`src/rtl/tick_scheduler_if.sv`:
```
// tick_scheduler_if: request/grant bus between the requesters and the shared tick timer.
//   tick      : one-cycle divider pulse, counted only while a countdown runs
//   req       : per-requester request level, held until done
//   delay     : packed per-requester delays, requester i at [i*DW +: DW]
//   grant     : one-hot owner of the timer, zero when idle
//   done      : one-hot single-cycle completion pulse to the owner
//   busy      : high whenever grant is non-zero
//   remaining : current countdown value, zero when idle
interface tick_scheduler_if #(
    parameter int NREQ = 4,
    parameter int DW   = 8
);
    logic                 tick;
    logic [NREQ-1:0]      req;
    logic [NREQ*DW-1:0]   delay;
    logic [NREQ-1:0]      grant;
    logic [NREQ-1:0]      done;
    logic                 busy;
    logic [DW-1:0]        remaining;
    modport master (output tick, req, delay, input grant, done, busy, remaining);
    modport slave (input tick, req, delay, output grant, done, busy, remaining);
endinterface

```
`src/rtl/tick_scheduler.sv`:
```
// tick_scheduler: round-robin sharing of one tick-driven countdown timer among NREQ requesters.
//   clk : rising-edge clock
//   rst : synchronous active-high reset, aborts any countdown without a done pulse
//   bus : tick_scheduler_if slave (tick/req/delay in, grant/done/busy/remaining out)
module tick_scheduler #(
    parameter int NREQ = 4,
    parameter int DW   = 8
) (
    input  logic             clk,
    input  logic             rst,
    tick_scheduler_if.slave  bus
);
    localparam int IW = $clog2(NREQ);
    typedef enum logic [1:0] {IDLE, COUNT, DONE} state_t;
    state_t          state_q, state_d;
    logic [IW-1:0]   ptr_q, ptr_d, own_q, own_d, win, idx, nxt;
    logic [DW-1:0]   cnt_q, cnt_d;
    logic [DW-1:0]   dly [NREQ];
    for (genvar g = 0; g < NREQ; g++) begin : g_dly
        assign dly[g] = bus.delay[g*DW +: DW];
    end
    // Scan from ptr downward in priority so the first set bit at or after ptr wins last.
    always_comb begin
        win = '0;
        idx = '0;
        for (int k = NREQ - 1; k >= 0; k--) begin
            idx = IW'((int'(ptr_q) + k) % NREQ);
            win = bus.req[idx] ? idx : win;
        end
    end
    assign nxt = (own_q == IW'(NREQ - 1)) ? '0 : own_q + 1'b1;
    always_ff @(posedge clk) begin
        if (rst) begin
            state_q <= IDLE;
            ptr_q   <= '0;
            own_q   <= '0;
            cnt_q   <= '0;
        end else begin
            state_q <= state_d;
            ptr_q   <= ptr_d;
            own_q   <= own_d;
            cnt_q   <= cnt_d;
        end
    end
    always_comb begin
        state_d = state_q;
        ptr_d   = ptr_q;
        own_d   = own_q;
        cnt_d   = cnt_q;
        case (state_q)
            IDLE: if (|bus.req) begin
                own_d   = win;
                cnt_d   = dly[win];
                state_d = COUNT;
            end
            COUNT: if (!bus.req[own_q]) begin
                cnt_d   = '0;
                ptr_d   = nxt;
                state_d = IDLE;
            end else if (cnt_q == '0) begin
                state_d = DONE;
            end else if (bus.tick) begin
                cnt_d = cnt_q - 1'b1;
            end
            DONE: begin
                ptr_d   = nxt;
                state_d = IDLE;
            end
            default: state_d = IDLE;
        endcase
    end
    // Outputs depend only on registered state, so nothing combinational reaches them from inputs.
    always_comb begin
        bus.grant     = (state_q != IDLE) ? NREQ'(1) << own_q : '0;
        bus.done      = (state_q == DONE) ? NREQ'(1) << own_q : '0;
        bus.busy      = state_q != IDLE;
        bus.remaining = cnt_q;
    end
endmodule

```
`src/flat_wrapper.sv`:
```
// flat-port wrapper written by rule: the top's interface ports become plain ports
module tick_scheduler_flat 
#(
    parameter int NREQ = 4,
    parameter int DW   = 8
)
  (clk, rst, bus_tick, bus_req, bus_delay, bus_grant, bus_done, bus_busy, bus_remaining);
  tick_scheduler_if #(.NREQ(NREQ), .DW(DW)) bus_i ();
  input  logic clk;
  input  logic rst;
  input wire logic [$bits(bus_i.tick)-1:0] bus_tick;
  input wire logic [$bits(bus_i.req)-1:0] bus_req;
  input wire logic [$bits(bus_i.delay)-1:0] bus_delay;
  output wire logic [$bits(bus_i.grant)-1:0] bus_grant;
  output wire logic [$bits(bus_i.done)-1:0] bus_done;
  output wire logic [$bits(bus_i.busy)-1:0] bus_busy;
  output wire logic [$bits(bus_i.remaining)-1:0] bus_remaining;
  assign bus_i.tick = bus_tick;
  assign bus_i.req = bus_req;
  assign bus_i.delay = bus_delay;
  assign bus_grant = bus_i.grant;
  assign bus_done = bus_i.done;
  assign bus_busy = bus_i.busy;
  assign bus_remaining = bus_i.remaining;
  tick_scheduler #(.NREQ(NREQ), .DW(DW)) u_core (.clk(clk), .rst(rst), .bus(bus_i));
endmodule
```
`config.mk`:
```
export PLATFORM = sky130hd
export DESIGN_NAME = tick_scheduler_flat
export DESIGN_NICKNAME = d
export VERILOG_FILES = /design/src/rtl/tick_scheduler_if.sv /design/src/rtl/tick_scheduler.sv /design/src/flat_wrapper.sv
export SDC_FILE = /design/constraint.sdc
export NUM_CORES = 1
export LEC_CHECK = 0
export BUFFER_PORTS_ARGS = -buffer_cell sky130_fd_sc_hd__buf_2
export CAP_MARGIN = 0
export CORE_UTILIZATION = 40
export CTS_CLUSTER_DIAMETER = 150
export DETAILED_ROUTE_END_ITERATION = 7
export GPL_TIMING_DRIVEN = 0
export PLACE_DENSITY = 0.79
export SLEW_MARGIN = 20
export SYNTH_ARGS = -nofsm -noshare
export SYNTH_HDL_FRONTEND = slang
export SYNTH_SLANG_ARGS = --single-unit
```
`constraint.sdc`:
```
create_clock -name clk -period 3 [get_ports clk]
set_input_delay 0.3 -clock clk [delete_from_list [all_inputs] [get_ports clk]]
set_output_delay 0.3 -clock clk [all_outputs]
set_load 0.005 [all_outputs]
```
==> impl_metrics.json <==
{
  "status": "finished, violations left",
  "violations": "DRC",
  "coreArea_um2": 2810,
  "netlist_area_um2": 1200,
  "globalplace.congestion": 0.836,
  "hold_viol": 0,
  "end_kind": "flop",
  "ys_seq_elements": 14,
  "wire_per_inst_um": 13.0,
  "final_util": 0.549,
  "initial_utilization": 0.429,
  "area_growth_pct": 28.0,
  "drive_above_1_share": 0.372,
  "rows": 19,
  "netlist.area_leader.share": 0.233,
  "htreeDepth": 1,
  "die-width_um": 56.9,
  "antennaDiodeCount": 0,
  "post-place-ws_ns": 0.834,
  "slew_viol_final": 0,
  "yosys_warnings": 0,
  "track_usage": 0.192,
  "cts-root-buf": "clkbuf_4",
  "yosysSeqAreaShare": 0.233,
  "drtPass1Iterations": 6,
  "total_power_uw": 690,
  "synth_fp_nets": 186,
  "fmax_ghz": 0.471,
  "vias": 1233,
  "cts.sinks": 14,
  "io_buffer_count": 55,
  "postCtsHoldBufs": 0,
  "leakagePower_nw": 0.726,
  "grt_pass1_wl_mm": 4.90,
  "synth_cell_type_count": 38,
  "netlist_top_cells_area": "dfxtp_1 23%, mux2_1 9.4%, nor2_1 7.5%, ha_1 6.2%, mux2_2 5.6%",
  "crit_path_start_kind": "flop",
  "min_period_ns": 2.12,
  "peakVddDrop_uv": 226,
  "cts-buffers-inserted": 3,
  "slew_headroom": 0.404,
  "tns_ns": 0,
  "yosys-top-cells-count": "24 x nor2_1, 14 x dfxtp_1, 10 x mux2_1, 9 x nor2b_1, 7 x a211oi_1",
  "antenna_found_initial": 0,
  "yosys.cell_count.top_type": "nor2_1",
  "grt_remaining_overflow": 0,
  "cts_tree": "done",
  "cts_resized": 0,
  "hp-class": "in2reg",
  "num-fill-cells": 284,
  "postCtsSetupBuffers": 0,
  "dieArea_um2": 3230,
  "register_area_um2": 280,
  "critPathMaxFanout": 10,
  "timing.final.crit_share": 0.708,
  "first_global_vias": 1164,
  "clockBufferDepth": 2,
  "drt_iter0_markers": 57,
  "die_h_um": 56.9,
  "async_flop_share": 0,
  "post_synth_inst_count": 141,
  "crit_required_ns": 3.14,
  "yosysTopAreaCell": "dfxtp_1",
  "clk_latency_ns": 0.27,
  "synth-edff-count": 0,
  "cp.arrival_ns": 2.26,
  "clk_pin_slew_worst_paths_ns": 0.09,
  "grt_max_degree": 11,
  "max_slew.worst_pin.slew_ns": 0.887,
  "cap_violations": 0,
  "synth_ff_type": "dfxtp_1",
  "multiInputGateArea_um2": 873,
  "io_pins": 56,
  "setup_viol": 0,
  "via_per_inst": 5.36,
  "hpwl_mm": 2.43,
  "rsz0062_at_grt": "no",
  "drt-total-wl_mm": 3.00,
  "fin_skew_ns": 0.0127,
  "postRouteAntennaNets": 0,
  "layout_setup_ws_ns": 0.876,
  "worstSetupPathType": "reg2reg",
  "finalNetCount": 246,
  "post_synth.cell_area_avg_um2": 8.54,
  "drc": 8,
  "power_density_nw_per_um2": 448
}
## cell families after synthesis
family,count (synthesis),share of synthesized area
buf+inv,10,0.0416
mux,20,0.193
compound gates,28,0.180
flops,14,0.233
simple gates,59,0.261
xor+xnor,4,0.0291
fa+ha+maj,6,0.0624
## layout by cell type, fill, tap and decap left out, drive strengths merged, types with 2 or more instances in the layout
cell type	instances
and2	6
buf	58
nor3	4
xor2	2
nor2b	9
a21oi	6
o21bai	3
mux2i	3
nor2	24
nand2	7
nand3	3
clkbuf	4
a221oi	2
nor4	2
xnor2	2
a222oi	5
nand2b	2
mux2	16
dfxtp	14
ha	6
a211oi	7
inv	6
## flip-flops by register name (all words and copies together) (netlist names)
name	flops
u_core.ptr_q	2
u_core.state_q	2
u_core.bus.remaining	8
u_core.own_q	2
## worst max-delay path: stages, from the launching register on
cell and delay (ns):
dfxtp_1 0.43, nand2_1 0.07, a221o_1 0.36, nand2_2 0.17
buf_4 0.22, mux2_1 0.34, a222oi_1 0.28, a211oi_1 0.11
## metal layers
metal	up-vias	GRT usage	wire, um	part of all wire
met3	2	0.0230	142	0.047
li1	630	-	-	-
met1	558	0.236	1360	0.45
met2	43	0.366	1490	0.50
met5	-	0	0	0
met4	0	0.0209	7	0.0023
## power breakdown
part / switching (mW) / internal (mW)
sequential: 0.0409 / 0.216
clock: 0.0540 / 0.0463
combinational: 0.170 / 0.163
## worst paths after layout
path,endpoint,start,slack (ns),cells past startpoint
setup / recovery,u_core.bus.remaining[6],u_core.ptr_q[1],0.88,7
hold / removal,u_core.bus.remaining[4],rst,0.28,2
setup reg to reg,u_core.bus.remaining[6],u_core.ptr_q[1],0.88,7
hold reg to reg,u_core.bus.remaining[1],u_core.bus.remaining[1],0.56,2
## area by class of cell
class / instances / share of cell area
Timing Repair Buffer: 55 / 0.179
Buffer: 4 / 0.0179
Multi-Input combinational cell: 117 / 0.567
Clock buffer: 3 / 0.0146
Inverter: 6 / 0.0146
Sequential cell: 14 / 0.182
Tap cell: 31 / 0.0252
## stage by stage
step	hold slack, ns	cell area [um^2]	std cells
after floorplan	0.373	1200	141
after global placement	0.541	1520	227
after detailed placement	0.549	1520	227
after CTS	0.281	1540	230
after global routing	0.290	1540	230
final	0.282	1540	230
No activity file was read; power rests on OpenSTA's default activity.
